**config.mk**
```make
export PLATFORM = sky130hd
export DESIGN_NAME = calc_seq_ctrl
export DESIGN_NICKNAME = d
export VERILOG_FILES = /design/src/rtl/calc_seq_ctrl_pkg.sv /design/src/rtl/calc_seq_ctrl_alu.sv /design/src/rtl/calc_seq_ctrl.sv
export SDC_FILE = /design/constraint.sdc
export NUM_CORES = 1
export LEC_CHECK = 0
export ABC_AREA = 1
export ABC_CLOCK_PERIOD_IN_PS = 4740
export BUFFER_PORTS_ARGS = -buffer_cell sky130_fd_sc_hd__buf_2
export CAP_MARGIN = 20
export CELL_PAD_IN_SITES_DETAIL_PLACEMENT = 1
export CELL_PAD_IN_SITES_GLOBAL_PLACEMENT = 1
export CORE_MARGIN = 3
export CORE_UTILIZATION = 43
export CTS_CLUSTER_DIAMETER = 30
export DETAILED_ROUTE_END_ITERATION = 12
export PLACE_DENSITY = 0.89
export SYNTH_ARGS = -nofsm -noshare
export SYNTH_HDL_FRONTEND = slang
export SYNTH_SLANG_ARGS = --single-unit
```
**constraint.sdc**
```tcl
create_clock -name clk -period 4.74 [get_ports clk]
set_clock_uncertainty 0.15 [all_clocks]
set_input_delay 1.185 -clock clk [delete_from_list [all_inputs] [get_ports clk]]
set_output_delay 1.185 -clock clk [all_outputs]
set_load 0.005 [all_outputs]
```
**src/rtl/calc_seq_ctrl_pkg.sv**
```systemverilog
// Shared definitions for the calculator command sequencer: default sizes,
// opcode and FSM state encodings, and small decode helpers.
package calc_seq_ctrl_pkg;

  localparam int WIDTH_DEF   = 8;
  localparam int REGBITS_DEF = 3;

  typedef enum logic [2:0] {
    OP_ADD  = 3'b000,
    OP_SUB  = 3'b001,
    OP_AND  = 3'b010,
    OP_OR   = 3'b011,
    OP_XOR  = 3'b100,
    OP_SHL1 = 3'b101,
    OP_SHR1 = 3'b110,
    OP_LDI  = 3'b111
  } op_t;

  typedef enum logic [1:0] {
    S_IDLE  = 2'b00,
    S_READ  = 2'b01,
    S_EXEC  = 2'b10,
    S_WRITE = 2'b11
  } state_t;

  // Only the arithmetic ops report a carry/borrow; everything else clears it.
  function automatic logic uses_carry(input op_t op);
    return (op == OP_ADD) || (op == OP_SUB);
  endfunction

endpackage

```
**src/rtl/calc_seq_ctrl_alu.sv**
```systemverilog
// Combinational ALU for the calculator: arithmetic is modulo 2**WIDTH,
// SUB reports a borrow in carry, shifts insert 0 and drop the shifted-out bit.
module calc_seq_ctrl_alu
  import calc_seq_ctrl_pkg::*;
#(
  parameter int WIDTH = WIDTH_DEF
) (
  input  op_t              op,
  input  logic [WIDTH-1:0] a,
  input  logic [WIDTH-1:0] b,
  output logic [WIDTH-1:0] y,
  output logic             carry
);

  logic [WIDTH:0] wide;

  // Evaluate the selected operation; only ADD/SUB drive a carry/borrow.
  always_comb begin
    y     = '0;
    carry = 1'b0;
    wide  = '0;
    case (op)
      OP_ADD: begin
        wide  = {1'b0, a} + {1'b0, b};
        y     = wide[WIDTH-1:0];
        carry = wide[WIDTH];
      end
      OP_SUB: begin
        wide  = {1'b0, a} - {1'b0, b};
        y     = wide[WIDTH-1:0];
        carry = wide[WIDTH];
      end
      OP_AND:  y = a & b;
      OP_OR:   y = a | b;
      OP_XOR:  y = a ^ b;
      OP_SHL1: y = {a[WIDTH-2:0], 1'b0};
      OP_SHR1: y = {1'b0, a[WIDTH-1:1]};
      OP_LDI:  y = '0;
      default: y = '0;
    endcase
  end

endmodule

```
**src/rtl/calc_seq_ctrl.sv**
```systemverilog
// Command sequencer owning the calculator register file. Accepts one command
// in IDLE, reads both operands in READ, computes in EXEC and writes the
// result back in WRITE. LDI skips straight from IDLE to WRITE.
module calc_seq_ctrl
  import calc_seq_ctrl_pkg::*;
#(
  parameter int WIDTH   = WIDTH_DEF,
  parameter int REGBITS = REGBITS_DEF
) (
  input  logic               clk,
  input  logic               reset,
  input  logic               cmd_valid,
  output logic               cmd_ready,
  input  logic [2:0]         cmd_op,
  input  logic [REGBITS-1:0] cmd_dst,
  input  logic [REGBITS-1:0] cmd_srca,
  input  logic [REGBITS-1:0] cmd_srcb,
  input  logic [WIDTH-1:0]   cmd_imm,
  output logic               rf_regwrite,
  output logic [REGBITS-1:0] rf_ra1,
  output logic [REGBITS-1:0] rf_ra2,
  output logic [REGBITS-1:0] rf_wa,
  output logic [WIDTH-1:0]   rf_wd,
  input  logic [WIDTH-1:0]   rf_rd1,
  input  logic [WIDTH-1:0]   rf_rd2,
  output logic [WIDTH-1:0]   result,
  output logic               carry,
  output logic               zero,
  output logic               done
);

  state_t             state;
  state_t             next_state;
  op_t                op;
  logic [REGBITS-1:0] dst;
  logic [WIDTH-1:0]   imm;
  logic [WIDTH-1:0]   opa;
  logic [WIDTH-1:0]   opb;
  logic [WIDTH-1:0]   alu_y;
  logic               alu_c;
  logic [WIDTH-1:0]   alu_out;
  logic               alu_carry;
  logic               accept;

  assign accept = (state == S_IDLE) && cmd_valid;

  calc_seq_ctrl_alu #(.WIDTH(WIDTH)) u_alu (
    .op    (op),
    .a     (opa),
    .b     (opb),
    .y     (alu_y),
    .carry (alu_c)
  );

  // State register; reset forces IDLE immediately, aborting any pending write.
  always_ff @(posedge clk or posedge reset) begin
    if (reset) state <= S_IDLE;
    else       state <= next_state;
  end

  // Next-state logic: ALU ops walk READ/EXEC/WRITE, LDI jumps to WRITE.
  always_comb begin
    next_state = state;
    case (state)
      S_IDLE: begin
        if (cmd_valid) begin
          next_state = (op_t'(cmd_op) == OP_LDI) ? S_WRITE : S_READ;
        end else begin
          next_state = S_IDLE;
        end
      end
      S_READ:  next_state = S_EXEC;
      S_EXEC:  next_state = S_WRITE;
      S_WRITE: next_state = S_IDLE;
      default: next_state = S_IDLE;
    endcase
  end

  // Command latch, operand capture, ALU result register and status flags.
  // Read addresses are loaded at accept so they are stable through READ and
  // then hold; LDI leaves them untouched.
  always_ff @(posedge clk or posedge reset) begin
    if (reset) begin
      op        <= OP_ADD;
      dst       <= '0;
      imm       <= '0;
      rf_ra1    <= '0;
      rf_ra2    <= '0;
      opa       <= '0;
      opb       <= '0;
      alu_out   <= '0;
      alu_carry <= 1'b0;
      result    <= '0;
      carry     <= 1'b0;
      zero      <= 1'b1;
    end else begin
      case (state)
        S_IDLE: begin
          if (accept) begin
            op  <= op_t'(cmd_op);
            dst <= cmd_dst;
            imm <= cmd_imm;
            if (op_t'(cmd_op) != OP_LDI) begin
              rf_ra1 <= cmd_srca;
              rf_ra2 <= cmd_srcb;
            end
          end
        end
        S_READ: begin
          opa <= rf_rd1;
          opb <= rf_rd2;
        end
        S_EXEC: begin
          alu_out   <= alu_y;
          alu_carry <= alu_c;
        end
        S_WRITE: begin
          result <= rf_wd;
          zero   <= (rf_wd == '0);
          carry  <= uses_carry(op) ? alu_carry : 1'b0;
        end
        default: begin
          opa <= opa;
        end
      endcase
    end
  end

  // Write port and handshake decode straight from the state register, so the
  // write enable drops the moment reset is asserted.
  assign rf_regwrite = (state == S_WRITE);
  assign done        = (state == S_WRITE);
  assign rf_wa       = dst;
  assign rf_wd       = (op == OP_LDI) ? imm : alu_out;
  assign cmd_ready   = (state == S_IDLE) && !reset;

endmodule

```
==> impl_metrics.env <==
export IMPL_status="finished clean"
export IMPL_seq_area_frac_synth_pct=39.9
export IMPL_synthCells=475
export IMPL_async_reset_ff_share_pct=100
export IMPL_syn_cell_area_sq_um=3570
export IMPL_fp_row_count=32
export IMPL_die_y_microns=97.2
export IMPL_path_clk_slew_ns=0.06
export IMPL_rsz0062_at_grt="false"
export IMPL_holdCritPathClass="flop to flop"
export IMPL_io_pins=69
export IMPL_crit_required_ns=3.40
export IMPL_synth_edf_count=0
export IMPL_post_cts_repair_setup_buffers=0
export IMPL_drive_above_1_share_pct=17.7
export IMPL_grt_overflow=0
export IMPL_r2r_start="state[0]"
export IMPL_cts_tree="done"
export IMPL_final_core_util_pct=53.3
export IMPL_yosysTopAreaCell="dfrtp_1"
export IMPL_synth_most_common_cell="nand2_1"
export IMPL_ir_drop_mv=0.331
export IMPL_n_antenna_cell=0
export IMPL_dp_cells=633
export IMPL_power_leakage_nw=2.34
export IMPL_grt_pass1_vias=3495
export IMPL_crit_fanout=16
export IMPL_ys_top_cells_by_area="dfrtp_1 39%, nand2_1 15%, ha_1 11%"
export IMPL_top_layer="met4"
export IMPL_final_max_slew_viol_count=0
export IMPL_clock_path_buffers=2
export IMPL_fillers=1041
export IMPL_dpl_hpwl_microns=8220
export IMPL_synthesis_nets=546
export IMPL_drt_pass1_iterations=4
export IMPL_vias=3372
export IMPL_clkLatencyLatePin_ns=0.35
export IMPL_whs_ns=0.329
export IMPL_avgRoutedWirePerCell_microns=16.1
export IMPL_path_class="flop to output port"
export IMPL_multiInputGateArea_sq_um=1810
export IMPL_avgViaCountPerCell=5.20
export IMPL_syn_avg_cell_area_sq_um=7.53
export IMPL_clockRootBuffer="clkbuf_8"
export IMPL_ys_flop_type="dfrtp_1"
export IMPL_start_kind="flop"
export IMPL_ant_nets=0
export IMPL_gp_congestion=0.992
export IMPL_syn_to_final_growth_pct=17.6
export IMPL_yosys_top_cells_count="144 x nand2_1, 72 x inv_1, 56 x dfrtp_1"
export IMPL_yosysWarnings=0
export IMPL_instances_no_fill=649
export IMPL_drt_iter0_drc=177
export IMPL_antenna_found_initial=0
export IMPL_dieArea_sq_um=9440
export IMPL_fin_crit_ns=3.12
export IMPL_cts_buffers_inserted=9
export IMPL_wl_met1_microns=4480
export IMPL_drc=0
export IMPL_arrival_ns=1.79
export IMPL_fmax_ghz=0.320
export IMPL_period_share_pct=65.8
export IMPL_grt_max_degree=33
export IMPL_power_mw=3.21
export IMPL_powerDensity_nw_per_um2=765
export IMPL_cts_sinks=57
export IMPL_htree_num_levels=3
export IMPL_regArea_sq_um=1430
export IMPL_setup_viol=0
export IMPL_yosys_cell_types_count=32
export IMPL_fin_nets=613
export IMPL_hold_viol=0
export IMPL_routed_wl_microns=10500
export IMPL_finalSetupTns_ns=0
export IMPL_ys_ff_latch=57
export IMPL_die_x_microns=97.2
export IMPL_coreArea_sq_um=7890
export IMPL_ctsHoldBuffers=0
export IMPL_grt_usage_pct=22.7
export IMPL_initial_core_util_pct=45.3
export IMPL_wl_met3_microns=613
export IMPL_timing_critical_path_from="op[1]"
export IMPL_cap_violations=0
export IMPL_hp_start="zero"
export IMPL_synth_top_area_share_pct=39.2
export IMPL_endpoint_kind="output port"
export IMPL_tightest_slew_ns=0.897
export IMPL_grt_pass1_wl_microns=17100
export IMPL_port_buffers=68
export IMPL_ctsResizeCount=0
export IMPL_wl_met2_microns=5180
export IMPL_slew_headroom_pct=40.2
[per-stage QoR]
step / setup slack (ns) / instance area, sq um
finish: 1.62 / 4200
CTS: 1.64 / 4200
global route: 1.48 / 4200
floorplan: 2.01 / 3570
detailed placement: 1.83 / 3980
global placement: 1.91 / 3980
[where the power goes]
group	switching, mW	internal, mW	leakage [nW]
registers	0.168	0.718	0.704
clock network	0.203	0.309	0.113
logic	1.18	0.634	1.52
[layout by cell type (no fill, tap or decap), drive strengths merged]
cell    instances
nand2         144
buf            69
o21ai          43
o221ai          1
nand3          35
dfstp           1
mux2            6
nand3b          1
dfrtp          56
o21a            1
ha             30
clkbuf         11
nor3            5
o211ai          1
a21oi          11
nor3b           1
nor2           28
inv            72
nand4           9
o22ai           9
a41oi           1
xor2            1
or2             3
clkinv          3
o21bai          1
bufinv          2
fa              2
[path summary, 6_finish.rpt]
check                            end  slack (ns)  cells past startpoint
max                         rf_wd[2]        1.62                      4
min                             zero        0.33                      2
max reg2reg                rf_ra1[1]        2.41                      6
min reg2reg                     zero        0.33                      2
max in group asynchronous     opa[4]        2.85                      3
min in group asynchronous   rf_wa[0]        0.79                      2
[layout make-up]
class	count	share of cell area (%)
multi-input cells	333	43.0
flip-flops and latches	57	34.0
repair buffers	69	8.28
inverters	72	6.43
clock buffers	11	3.36
well taps	102	3.04
clock inverters	5	1.88
[worst max-delay path, stage by stage, from the launching register on]
cell and delay (ns):
dfrtp_1 0.48, nand3_2 0.30, o21ai_0 0.46, inv_1 0.07, buf_2 0.13
[per-layer routing]
metal  track usage (%)  up-vias
met5                 0        -
met1              28.9     1625
met4              7.88        0
met2              38.9       89
li1                  -     1640
met3              3.95       18
[cells by family (layout without fill, tap and decap cells)]
| logic type | after synthesis | in the layout | synth area share, % |
|---|---|---|---|
| simple gates | 226 | 226 | 26.6 |
| buf+inv | 85 | 157 | 9.45 |
| compound gates | 68 | 68 | 10.3 |
| flops | 57 | 57 | 39.9 |
| fa+ha+maj | 32 | 32 | 11.6 |
| mux | 6 | 6 | 1.89 |
| xor+xnor | 1 | 1 | 0.245 |
[registers in the layout (all words and copies together) (netlist names)]
name,count
alu_out,8
imm,8
opa,8
opb,8
result,8
op,3
rf_ra1,3
rf_ra2,3
rf_wa,3
state,2
alu_carry,1
carry,1
zero,1
Power figures use the tool's default switching activity.
